--- config.mk ---
export PLATFORM = sky130hd
export DESIGN_NAME = if_ctrl
export DESIGN_NICKNAME = d
export VERILOG_FILES = /design/src/rtl/if_ctrl.sv
export SDC_FILE = /design/constraint.sdc
export NUM_CORES = 1
export LEC_CHECK = 0
export CORE_MARGIN = 3
export CORE_UTILIZATION = 46
export CTS_CLUSTER_SIZE = 25
export DETAILED_ROUTE_END_ITERATION = 16
export PLACE_DENSITY = 0.82
export SYNTH_ARGS = -nofsm -noshare
export SYNTH_HDL_FRONTEND = slang
export SYNTH_SLANG_ARGS = --single-unit
--- constraint.sdc ---
create_clock -name clk -period 2.05 [get_ports clk]
set_clock_uncertainty 0.1 [all_clocks]
set_input_delay 0.615 -clock clk [delete_from_list [all_inputs] [get_ports clk]]
set_output_delay 0.615 -clock clk [all_outputs]
set_load 0.1 [all_outputs]
--- src/rtl/if_ctrl.sv ---
// ---------------------------------------------------------------------------
// if_ctrl -- IF-stage front-end controller
//
// Merges the ID hazard and MEM stall into the IF freeze. Captures taken
// branches from EXE and turns each one into a redirect: one cycle of
// branchTaken, followed by flush for a fixed number of unfrozen cycles.
// A redirect that arrives while memory is busy is parked in HOLD until the
// stall clears. Two performance counters are also provided.
//
// Parameters
//   FLUSH_CYCLES      unfrozen cycles flush stays high per redirect (1..15)
// Ports
//   clk               clock, rising edge
//   rst               synchronous reset, active low
//   hazard            ID-stage data hazard (level)
//   mem_busy          memory-stage stall (level)
//   exe_branch_taken  branch resolved taken in EXE
//   exe_branch_addr   target of that branch
//   freeze            IF stall (combinational)
//   flush             IF/ID flush (registered)
//   branchTaken       IF PC redirect (registered)
//   branchAddr        redirect target (registered)
//   stall_cycles      cycles with freeze=1, saturating at 0xFFFF
//   branch_count      redirects issued, wrapping
// ---------------------------------------------------------------------------
module if_ctrl #(
  parameter int unsigned FLUSH_CYCLES = 2
) (
  input  logic        clk,
  input  logic        rst,
  input  logic        hazard,
  input  logic        mem_busy,
  input  logic        exe_branch_taken,
  input  logic [31:0] exe_branch_addr,
  output logic        freeze,
  output logic        flush,
  output logic        branchTaken,
  output logic [31:0] branchAddr,
  output logic [15:0] stall_cycles,
  output logic [15:0] branch_count
);

  typedef enum logic [1:0] {
    ST_RUN      = 2'd0,
    ST_HOLD     = 2'd1,
    ST_REDIRECT = 2'd2,
    ST_FLUSH    = 2'd3
  } state_t;

  localparam logic [3:0] FCNT_INIT = 4'(FLUSH_CYCLES);

  state_t      state_r;
  logic [3:0]  fcnt_r;
  logic        flush_r;
  logic        taken_r;
  logic [31:0] addr_r;
  logic [15:0] stall_cnt_r;
  logic [15:0] branch_cnt_r;
  logic        freeze_s;

  // Freeze: a hazard is moot while the wrong path is being flushed, but a
  // memory stall always freezes IF.
  always_comb begin
    freeze_s = mem_busy | (hazard & ~flush_r);
  end

  // Controller state, flush counter, registered outputs and counters.
  // flush_r/taken_r are loaded together with the next state so that they
  // equal (state==REDIRECT|FLUSH) and (state==REDIRECT) in every cycle.
  always_ff @(posedge clk) begin
    if (!rst) begin
      state_r      <= ST_RUN;
      fcnt_r       <= 4'd0;
      flush_r      <= 1'b0;
      taken_r      <= 1'b0;
      addr_r       <= 32'd0;
      stall_cnt_r  <= 16'd0;
      branch_cnt_r <= 16'd0;
    end else begin
      if (freeze_s && (stall_cnt_r != 16'hFFFF)) begin
        stall_cnt_r <= stall_cnt_r + 16'd1;
      end

      case (state_r)
        ST_RUN: begin
          // Only a branch seen in RUN is on the correct path.
          if (exe_branch_taken) begin
            addr_r <= exe_branch_addr;
            fcnt_r <= FCNT_INIT;
            if (mem_busy) begin
              state_r <= ST_HOLD;
            end else begin
              state_r      <= ST_REDIRECT;
              flush_r      <= 1'b1;
              taken_r      <= 1'b1;
              branch_cnt_r <= branch_cnt_r + 16'd1;
            end
          end
        end

        ST_HOLD: begin
          // EXE is frozen and keeps re-presenting the same branch; ignore it.
          if (!mem_busy) begin
            state_r      <= ST_REDIRECT;
            flush_r      <= 1'b1;
            taken_r      <= 1'b1;
            branch_cnt_r <= branch_cnt_r + 16'd1;
          end
        end

        ST_REDIRECT: begin
          // The redirect cycle is the first of the FLUSH_CYCLES flush cycles.
          if (!mem_busy) begin
            fcnt_r  <= fcnt_r - 4'd1;
            taken_r <= 1'b0;
            if (fcnt_r == 4'd1) begin
              state_r <= ST_RUN;
              flush_r <= 1'b0;
            end else begin
              state_r <= ST_FLUSH;
            end
          end
        end

        ST_FLUSH: begin
          if (!mem_busy) begin
            fcnt_r <= fcnt_r - 4'd1;
            if (fcnt_r == 4'd1) begin
              state_r <= ST_RUN;
              flush_r <= 1'b0;
            end
          end
        end

        default: begin
          state_r <= ST_RUN;
          fcnt_r  <= 4'd0;
          flush_r <= 1'b0;
          taken_r <= 1'b0;
        end
      endcase
    end
  end

  assign freeze       = freeze_s;
  assign flush        = flush_r;
  assign branchTaken  = taken_r;
  assign branchAddr   = addr_r;
  assign stall_cycles = stall_cnt_r;
  assign branch_count = branch_cnt_r;

endmodule

## Word-level counts from Yosys, hierarchy flattened

Index checks and enable logic that the tools add are counted.

- Register bits after elaboration: 72
- Bits of input ports: 37
- Output and inout port bits: 67
- Word-level logic and storage cells: 60

- $add $sub $neg: 3
- Eq/ne operators: 12
- Muxes and demuxes: 23
- Bitwise operators: 3
- Reduce and logical (&&, ||, !) cells: 12

Operators with widths:

| operator | count |
|---|---|
| $add 16x1->16 const B | 2 |
| $mux 16 | 2 |
| $pmux 16 s2 | 1 |
| $ne 16x16->1 const B | 1 |
| $mux 2 | 7 |
| $ne 2x2->1 const B | 6 |
| $reduce_and 3->1 | 3 |
| $mux 4 | 2 |
| $pmux 2 s4 | 1 |
| $pmux 4 s2 | 1 |
| $mux 1 | 7 |
| $pmux 1 s3 | 2 |
| $reduce_and 5->1 | 1 |
| $eq 2x2->1 const B | 2 |
| $eq 4x1->1 const B | 1 |
| $reduce_and 2->1 | 2 |
| $reduce_bool 2->1 | 2 |
| $sub 4x1->4 const B | 1 |
| $reduce_bool 3->1 | 1 |
| $eq 2x1->1 const B | 1 |
| $logic_not 2->1 | 1 |
| $ne 2x1->1 const B | 1 |
| $reduce_or 2->1 | 1 |
| $and 1x1->1 | 1 |
| other kinds (3) | 3 |

## Logic depth before layout (Yosys ltp)

- Depth after elaboration: 4
- Depth in mapped cells: 6

## Worst setup path before layout

OpenSTA, ideal clock, no wires.

- Path type: register to output
- From: register flush_r (netlist: flush)
- To: output freeze
- Data arrival time: 1.846 ns
- Data required time: 1.335 ns
- Slack: -0.511 ns
- Stages on the path, launching flop included: 4
- Cells stage by stage: dfxtp_1 -> nor2b_1 -> nor2_1 -> inv_1

- Word-level cells in the longest chain between the ends: 3

RTL lines:

| element | RTL line | source |
|---|---|---|
| start, declared | 54 | `logic flush_r;` |
| start signal, assigned | 74 | `flush_r <= 1'b0;` |
| start signal, assigned | 94 | `flush_r <= 1'b1;` |
| start signal, assigned | 105 | `flush_r <= 1'b1;` |
| $not 1->1 | 64 | `freeze_s = mem_busy \| (hazard & ~flush_r);` |
| $and 1x1->1 | 64 |  |
| $or 1x1->1 | 64 |  |
| end, declared | 35 | `output logic freeze,` |

No other way between the ends.

## Worst setup path in the final report

- From: input hazard
- To: output freeze

- Word-level cells in the longest chain between the ends: 2

RTL lines:

| element | RTL line | source |
|---|---|---|
| start, declared | 31 | `input logic hazard,` |
| $and 1x1->1 | 64 |  |
| $or 1x1->1 | 64 |  |

No other way between the ends.

==> key figures <==
Clock tree
  – Clock Path Buffers: 2
  – Hold_buf cts: 0
  – CTS tree: built
  – Clock Tree Root: clkbuf_8
  – Clock Pin Slew Worst Setup and Hold Paths: 0.08 ns
  – H-tree Lvls: 3
  – CTS sink cnt: 72
  – Clock latency on the worst-skew pair: 0.35 ns
  – Total CTS buffers: 9

Logic synthesis
  – Synth cell types: 48
  – Register area share after synthesis: 46.3%
  – Async set or reset register ratio after synthesis: 0%
  – Number of enable flip-flop cells after synthesis: 0
  – Post-synth top area cell: dfxtp_1
  – Synth top area cells: dfxtp_1, nand2_1, a21oi_1, o21ai_0, nor2_1
  – Cell Area, Synth: 3120 um2
  – Syn Inst Count: 369
  – Synthesized flop and latch total: 72
  – Top_reg_cell synth: dfxtp_1
  – Ys Warns: 0
  – Syn Area/Cell: 8.44 um2
  – Synth top area share: 46.3%
  – Syn_nets: 410

Timing
  – Slew headroom: 71.7%
  – Fmax: 508 MHz
  – Setup violations, final: 0
  – RSZ-0062 raised after global routing: false
  – Final Hold Viols: 0
  – Max-slew violations: 0
  – Final worst slack: 0.0811 ns
  – Crit share post-route: 96.0%
  – Fin crit period: 1.97 ns
  – Fin Setup TNS: 0 ns
  – Slew @ Worst Pin: 0.423 ns

Pwr
  – PwrDens: 700 nW/um2
  – Pleak: 1.99 nW
  – Max VDD drop: 0.556 mV

Global routing
  – GRT Overall Usage: 22.3%
  – Vias in the first global route: 2989
  – Largest net degree at the start of global routing: 33
  – First-pass GRT wire length: 13.8 mm
  – Grt ovf: 0
  – Initial antenna violation count: 0

Detailed routing
  – DR WL/cell: 15.1 um
  – Residual DRC: 0
  – WL met3: 488 um
  – Via density per instance: 5.51
  – Initial detailed-routing violation count: 105
  – Met1 Wirelength: 3.46 mm
  – DR pass1 iterations: 6
  – Final ANT Viol Nets: 0
  – Met2 routed wirelength: 4.42 mm
  – Vias: 3097
  – Total routed wirelength: 8.50 mm
  – Highest metal used: met4

Min path
  – Hold path endpoint: branchAddr[13]
  – Worst hold start: branchAddr[13]
  – Hold depth: 2
  – Type of the worst min-delay path: reg -> reg

Critical path
  – CP endpoint kind: primary output
  – CP max FO: 3
  – Critical path class: in -> out
  – R2R Path End: stall_cycles[10]
  – Reg2reg path depth: 6
  – Crit path launch type: input pin
  – Worst R2R Setup Slack: 0.14 ns
  – CP Data Arrival Time: 1.25 ns
  – Critical R2R Launch: stall_cycles[0]
  – CP required: 1.33 ns

Placed design
  – Port Buffer Count: 103
  – Placer Congestion: 0.868
  – HPWL Detailed: 6.18 mm
  – Pre-CTS setup slack: -0.390 ns

Flow run
  – Total of max-cap violations: 0

Floorplan
  – Die X: 88.3 um
  – Starting Density: 48.2%
  – Core area: 6460 um2
  – Site Rows: 29
  – IO Count: 104
  – Die area: 7800 um2
  – Die outline height: 88.3 um

Status
  – Status: finished clean

Layout
  – N_diodes: 0
  – Seq. cell area: 1490 um2
  – Most frequent cells in the layout: nand2_1, buf_12, a21oi_1
  – Share of cells above drive strength 1: 30.7%
  – Commonest non-fill, non-tap cell in the layout: nand2_1
  – Multi-input logic area: 1580 um2
  – Fin nets: 521
  – P&R area growth vs syn: 69.5%
  – Fillers: 355
## cell families after synthesis
family          synth area share, %
compound gates                 15.8
xor+xnor                       2.81
fa+ha+maj                      1.61
buf+inv                        3.86
flops                          46.3
mux                            1.29
simple gates                   28.4
## flip-flops by register name, indices dropped and copies added, names as in the netlist
| signal | flops |
|---|---|
| stall_cycles | 16 |
| branchTaken | 1 |
| branchAddr | 32 |
| state_r | 2 |
| flush | 1 |
| fcnt_r | 4 |
| branch_count | 16 |
## cell usage after synthesis, drive strengths merged (4+ instances only)
library cell,instances
ha,4
mux2i,4
a21oi,52
nor4,5
nor2b,4
nor3,6
nand2b,5
inv,8
or3,9
dfxtp,72
o21ai,15
nand2,81
or4,5
nand4,9
xnor2,5
xor2,5
buf,7
nand3,9
clkbuf,13
o31ai,5
and4,5
nor2,17
## power by group
group          switching (mW)  total, mW  internal, mW  leakage [nW]
combinational           0.597      0.970         0.373          1.28
clock                   0.542       1.18         0.638         0.110
sequential             0.0814       1.55          1.46         0.602
total                    1.22       3.70          2.47          1.99
## critical path, stage by stage
cell and delay [ns]:
buf_2 0.10, nor2b_4 0.13, nor2_4 0.11, clkinvlp_4 0.12, buf_12 0.17
## worst max path at each step
stage,startpoint,endpoint
after global routing,hazard,freeze
after global placement,hazard,freeze
after detailed placement,hazard,freeze
after CTS,mem_busy,freeze
after floorplan,hazard,freeze
final,hazard,freeze
## stage by stage
stage          util [%]  std cells  total power, mW  hold slack [ns]  area [um2]
2_1_floorplan         -        369             2.13            0.385        3180
3_3_place_gp       78.2        544             2.52            0.378        5050
3_5_place_dp       78.2        544             2.54            0.387        5050
4_1_cts            81.8        562             3.72            0.399        5290
5_1_grt            81.8        562             3.83            0.417        5280
6_report           81.8        562             3.70            0.395        5280
## routing by layer
metal / track usage, % / up-vias
met5: 0 / -
met4: 8.65 / 0
met3: 4.93 / 13
met2: 38.3 / 99
met1: 27.1 / 1464
li1: - / 1521
## repair_timing
item,CTS,global route
gates resized for setup,8,1
setup buffers,3,0
gates cloned,0,0
setup endpoints to repair,2,1
pin swaps,1,1
## layout make-up
cell class,instances,share of cell area (%)
clock inverters,5,1.18
well taps,77,1.82
flip-flops and latches,72,28.1
repair buffers,120,35.5
inverters,8,0.640
multi-input cells,269,29.9
clock buffers,11,2.87
Power figures use the tool's default switching activity.
